[config.mk]
export PLATFORM = sky130hd
export DESIGN_NAME = clk_div_multi
export DESIGN_NICKNAME = d
export VERILOG_FILES = /design/src/rtl/clk_div_pkg.sv /design/src/rtl/clk_div_chan.sv /design/src/rtl/clk_div_multi.sv
export SDC_FILE = /design/constraint.sdc
export NUM_CORES = 1
export LEC_CHECK = 0
export ABC_AREA = 1
export BUFFER_PORTS_ARGS = -buffer_cell sky130_fd_sc_hd__buf_4
export CAP_MARGIN = 0
export CORE_ASPECT_RATIO = 0.8
export CORE_UTILIZATION = 30
export CTS_CLUSTER_DIAMETER = 120
export DETAILED_ROUTE_END_ITERATION = 8
export PLACE_DENSITY_LB_ADDON = 0.12
export RECOVER_POWER = 100
export SYNTH_ARGS = -nofsm -noshare
export SYNTH_HDL_FRONTEND = slang
export SYNTH_SLANG_ARGS = --single-unit
[constraint.sdc]
create_clock -name clk -period 4.4 [get_ports clk]
set_input_delay 0.44 -clock clk [delete_from_list [all_inputs] [get_ports clk]]
set_output_delay 0.44 -clock clk [all_outputs]
set_load 0.005 [all_outputs]
[src/rtl/clk_div_pkg.sv]
// Shared defaults, channel action encoding and helpers for the multi-channel clock divider.
package clk_div_pkg;

  localparam int DIV_W_DEF   = 11;
  localparam int DEF_DIV_DEF = 4;

  typedef enum logic [1:0] {
    CH_STOP,
    CH_HOLD,
    CH_RUN,
    CH_SYNC
  } chan_mode_t;

  // Length of the low phase: d - ceil(d/2) == floor(d/2)
  function automatic logic [31:0] half_lo(input logic [31:0] d);
    return d >> 1;
  endfunction

endpackage

[src/rtl/clk_div_chan.sv]
// One divider channel: counter, active/shadow divisor, tick and divided-clock outputs.
// Optional CLK_DIV_SYNC_EN adds a sync input that restarts the channel.
module clk_div_chan
  import clk_div_pkg::*;
#(
  parameter int DIV_W   = DIV_W_DEF,
  parameter int DEF_DIV = DEF_DIV_DEF
) (
  input  logic             clk,
  input  logic             rst_n,
  input  logic             en,
  input  logic             wr,
  input  logic [DIV_W-1:0] din,
`ifdef CLK_DIV_SYNC_EN
  input  logic             sync,
`endif
  output logic             tick,
  output logic             div_clk,
  output logic             pending
);

  logic [DIV_W-1:0] cnt, d_act, shadow;
  logic [DIV_W-1:0] cnt_nx, d_nx, shadow_nx;
  logic             tick_nx, dclk_nx, pend_nx;

  logic             sync_i;
  logic [DIV_W-1:0] d_new, d_eff, d_ref, cnt_n, h;
  logic             wrap_old, wrap, apply;
  chan_mode_t       mode;

`ifdef CLK_DIV_SYNC_EN
  assign sync_i = sync;
`else
  assign sync_i = 1'b0;
`endif

  // A stopped channel (d_act==0) applies its shadow on any edge; a running one only at wrap.
  always_comb begin
    d_new    = wr ? din : shadow;
    wrap_old = (d_act != '0) && (cnt == d_act - DIV_W'(1));
    apply    = sync_i || (d_act == '0) || (en && wrap_old);
    d_eff    = apply ? d_new : d_act;
    d_ref    = (d_act == '0) ? d_eff : d_act;
    wrap     = (d_ref != '0) && (cnt == d_ref - DIV_W'(1));
    cnt_n    = wrap ? '0 : cnt + DIV_W'(1);
    h        = DIV_W'(half_lo(32'(d_eff)));

    if (sync_i)
      mode = CH_SYNC;
    else if (d_eff == '0)
      mode = CH_STOP;
    else if (en)
      mode = CH_RUN;
    else
      mode = CH_HOLD;
  end

  always_comb begin
    cnt_nx    = cnt;
    d_nx      = d_act;
    shadow_nx = wr ? din : shadow;
    pend_nx   = pending;
    tick_nx   = 1'b0;
    dclk_nx   = div_clk;

    if (apply) begin
      d_nx    = d_new;
      pend_nx = 1'b0;
    end else if (wr) begin
      pend_nx = 1'b1;
    end

    case (mode)
      CH_STOP: begin
        cnt_nx  = '0;
        dclk_nx = 1'b0;
      end
      CH_RUN: begin
        cnt_nx  = cnt_n;
        tick_nx = wrap;
        dclk_nx = (cnt_n >= h);
      end
      CH_SYNC: begin
        cnt_nx  = '0;
        dclk_nx = (d_eff == DIV_W'(1));
      end
      default: ;
    endcase
  end

  always_ff @(posedge clk or negedge rst_n) begin
    if (!rst_n) begin
      cnt     <= '0;
      d_act   <= DIV_W'(DEF_DIV);
      shadow  <= DIV_W'(DEF_DIV);
      pending <= 1'b0;
      tick    <= 1'b0;
      div_clk <= 1'b0;
    end else begin
      cnt     <= cnt_nx;
      d_act   <= d_nx;
      shadow  <= shadow_nx;
      pending <= pend_nx;
      tick    <= tick_nx;
      div_clk <= dclk_nx;
    end
  end

endmodule

[src/rtl/clk_div_multi.sv]
// Multi-channel programmable clock divider: CH independent clk_div_chan instances.
// Optional CLK_DIV_SYNC_EN adds a sync port that phase-aligns all channels.
module clk_div_multi
  import clk_div_pkg::*;
#(
  parameter int CH      = 2,
  parameter int DIV_W   = DIV_W_DEF,
  parameter int DEF_DIV = DEF_DIV_DEF
) (
  input  logic                clk,
  input  logic                rst_n,
  input  logic                en,
  input  logic [CH-1:0]       div_wr,
  input  logic [CH*DIV_W-1:0] div_in,
`ifdef CLK_DIV_SYNC_EN
  input  logic                sync,
`endif
  output logic [CH-1:0]       tick,
  output logic [CH-1:0]       div_clk,
  output logic [CH-1:0]       pending
);

  for (genvar g = 0; g < CH; g++) begin : g_chan
    clk_div_chan #(
      .DIV_W  (DIV_W),
      .DEF_DIV(DEF_DIV)
    ) u_chan (
      .clk    (clk),
      .rst_n  (rst_n),
      .en     (en),
      .wr     (div_wr[g]),
      .din    (div_in[g*DIV_W +: DIV_W]),
`ifdef CLK_DIV_SYNC_EN
      .sync   (sync),
`endif
      .tick   (tick[g]),
      .div_clk(div_clk[g]),
      .pending(pending[g])
    );
  end

endmodule

==> results.txt <==
- Result of the run: finished with violations
- Failing checks: capacitance limit, slew limit, setup timing
- Overflow left after global routing: 0
* Most common library cell in the layout ignoring fill and taps: nand2_1
- The count of final hold-check violations came to 0.
* Gate Count Post-Synth: 909
- In the synthesized netlist, mux cells make up 0% of the area.
* Final-report max-slew violation count: 73
* Die H: 130 µm
* Ratio of cells with drive above 1 in the final layout: 21.8%
- Count of endpoints failing setup in the final report: 1
- Die area: 0.0210 mm²
- Critical path required time: 4.64 ns
- Net count after synthesis: 968
* # Max-Cap Violations: 1
- The synthesized netlist devotes 6.54% of its cell area to adder and majority cells.
- The worst hold path passes through 3 cells.
- After synthesis, flip-flops and latches occupy 29.5% of the total area.
* Minimum setup slack in the final design: -0.331 ns
- Hold slack: 0.352 ns
* Via density per instance: 4.43
- Reg2Reg Depth: 39
- The pre-antenna-repair detailed-routing pass consisted of 5 iterations.
- Clock-pin slew was measured on the worst setup and hold paths at 0.07 ns.
* Part of the cycle the worst path needs: 108%
* Largest net degree at the start of global routing: 73
- CTS Sinks: 72
* Worst setup endpoint: g_chan[1].u_chan.div_clk
- Overall power consumption: 3.05 mW
- The clock passes through at most 2 buffers.
- Arrival @ worst endpoint: 4.98 ns
* Layout overhead on the synthesized area: 24.6%
* Startpoint of the worst setup timing path: g_chan[1].u_chan.d_act[1]
* Area of the core region: 0.0199 mm²
* Power density normalized to cell area: 400 mW/mm²
- Most Frequent Cell on Critical Path: nand2_1
- Counting both buffers and inverters, the worst setup path holds a total of 6.
- The number of antenna violations at the first check in global routing is 0.
- The count of nets left with antenna violations once routing finished came out at 0.
- Fraction of the mapped netlist area in compound gates: 9.16%
- For the finished layout, the period the worst path requires is 4.73 ns.
- The tree is rooted in a clkbuf_16.
- Kind of path behind the tightest hold check: primary input to flip-flop
- After legalization and detailed placement, the total HPWL measured 14800 µm.
- Drt wl/cell: 14.4 µm
* Number of distinct library cells after synthesis: 38
- The cell family contributing the most delay on the critical path is simple AND/OR/NAND/NOR gates.
- Starting DRC count in detailed routing: 439
* Standard-cell row count: 46
- The startpoint identified for the worst register-to-register timing path is g_chan[1].u_chan.d_act[1].
- Routability Congestion: 0.887
* Commonest cells after routing, fill and taps aside: nand2_1 (272), inv_1 (144), buf_4 (108)
* End of the worst register-to-register path: g_chan[1].u_chan.div_clk
* Residual DRC count: 0
- The die is 162 µm wide.
- The synthesized netlist occupies a cell area of 0.00612 mm².
- Xor and xnor area share after synthesis: 8.30%
* Max VDD drop: 0.255 mV
* Setup slack, reg-to-reg: -0.33 ns
* Slowest-stage cell, CP: dfrtp_1
- For this configuration, the core starts out at a cell density of 30.7%.
- The analysis attributes to cell leakage a power of 3.93 nW.
- Post-route cell area: 0.00763 mm²
* Global-route wire length before repair: 29800 µm
* Number of H-tree levels: 3
* Fmax achieved: 211 MHz
- For this design the top-level I/O count stands at 33.
* Category of the most critical setup path: flip-flop to flip-flop
- Type of destination of the critical path: flip-flop
* Port Buffers: 32
- Setup skew after layout: 0.00936 ns
- Largest fanout on the critical path: 6
* Unrepaired setup endpoints after global routing: true
- 0 antenna diodes ended up in the layout.
- The critical path crosses 39 cells after its start point.
- Element type at the critical path start: flip-flop
- Mean Syn Cell Area: 6.73 µm²
- Post-Place Cell Area: 0.00716 mm²
- Number of synthesized register bits: 72
- For the final routed database, the setup TNS stands at -0.331 ns.
* Clock Latency Late Sink: 0.35 ns
- Number of global-route vias before repair: 5375
- Headroom to the max-slew limit came out at -30.1%.
- TritonCTS built the clock tree.
* Vias post-DR: 5691
* Largest stage delay on the critical path: 0.40 ns
- Number of buffers created by CTS: 9
- Final routed wirelength across all metal layers: 18500 µm
- By area, the combinational part of the netlist is dominated by simple AND/OR/NAND/NOR gates.
- For this run, the number of Yosys warnings is 0.
- Post-synthesis simple-gate area fraction: 33.6%
- For this run, the post-layout net count is 1074.
- Across every metal layer, demand over resource in global routing totals 18.7%.
* Slew of the pin with the lowest slew margin: 1.95 ns
- Fraction of the core area covered by cells at the end of the flow: 38.3%
==> report_power, final <==
group,total [mW],internal (mW),switching [mW]
combinational,1.21,0.480,0.732
clock,0.994,0.671,0.323
sequential,0.841,0.753,0.0880
total,3.05,1.90,1.14
==> final cells by class <==
cell class                      instances  area (µm²)
Clock buffer                            9         225
Clock inverter                          7         166
Fill cell                            2120       12300
Inverter                              154         578
Multi-Input combinational cell        655        3630
Sequential cell                        72        1810
Tap cell                              264         330
Timing Repair Buffer                  123         887
==> how the worst min path moves through the flow <==
stage,start,to,slack (ns)
2_1_floorplan,rst_n,g_chan[0].u_chan.cnt[0],0.14
3_3_place_gp,g_chan[0].u_chan.div_clk,g_chan[0].u_chan.div_clk,0.47
3_5_place_dp,g_chan[0].u_chan.div_clk,g_chan[0].u_chan.div_clk,0.48
4_1_cts,rst_n,g_chan[0].u_chan.cnt[5],0.31
5_1_grt,div_in[5],g_chan[0].u_chan.shadow[5],0.36
6_report,div_in[7],g_chan[0].u_chan.shadow[7],0.35
==> cells in the mapped netlist <==
master	count	area [µm²]
a211oi_1	4	30.0
a21oi_1	13	65.1
a21oi_2	2	17.5
buf_2	7	35.0
buf_4	11	82.6
buf_6	7	78.8
clkbuf_1	2	7.51
clkbuf_2	1	5.00
dfrtp_1	68	1700
dfstp_2	4	105
ha_1	32	400
inv_1	143	537
inv_2	11	41.3
nand2_1	277	1040
nand2_2	15	93.8
nand3_1	43	215
nand3_2	3	30.0
nand3b_1	2	15.0
nand4_1	12	75.1
nor2_1	87	327
nor2_2	12	75.1
nor2_4	1	11.3
nor3_1	12	60.1
nor3_2	2	20.0
nor4_1	2	12.5
o21a_1	1	7.51
o21ai_0	25	125
o21ai_1	19	95.1
o21ai_2	5	43.8
o21bai_1	2	15.0
o21bai_4	1	18.8
o221ai_1	2	17.5
o22ai_2	10	125
or2_0	2	12.5
or2_1	4	25.0
or2_2	7	43.8
xnor2_1	13	114
xor2_1	45	394
==> per-layer routing <==
metal | part of all wire (%) | vias up | track usage, %
met1 | 58 | 2560 | 30.3
met2 | 36 | 114 | 24.7
met3 | 4.8 | 12 | 3.18
met4 | 1.1 | 0 | 4.27
met5 | 0 | - | 0
li1 | - | 3005 | -
==> worst min-delay path: stages <==
cell	delay, ns
buf_4	0.08
nand2_1	0.04
nand2_1	0.10
==> flip-flops by register name, indices dropped and copies added (netlist names) <==
name                   count
g_chan.u_chan.cnt         22
g_chan.u_chan.d_act       22
g_chan.u_chan.div_clk      2
g_chan.u_chan.pending      2
g_chan.u_chan.shadow      22
g_chan.u_chan.tick         2
==> kinds of logic (layout without fill, tap and decap cells) <==
| logic type | after synthesis | in the layout |
|---|---|---|
| buffers and inverters | 182 | 293 |
| xor gates and xnor gates | 58 | 58 |
| and+or+nand+nor | 481 | 481 |
| DFF | 72 | 72 |
| AOI/OAI and AO/OA | 84 | 84 |
| adders and majority gates | 32 | 32 |
==> through the flow <==
stage | setup slack, ns | std cells
floorplan | -0.00533 | 909
global placement | -0.303 | 1262
detailed placement | -0.357 | 1262
CTS | -0.328 | 1279
global route | -0.883 | 1284
finish | -0.331 | 1284
==> repair_timing <==
action	in CTS	in global routing
setup endpoints to repair	1	2
pin swaps	1	9
setup buffers	1	5
hold buffers	0	0
gates resized for setup	4	14
Power figures use the tool's default switching activity.
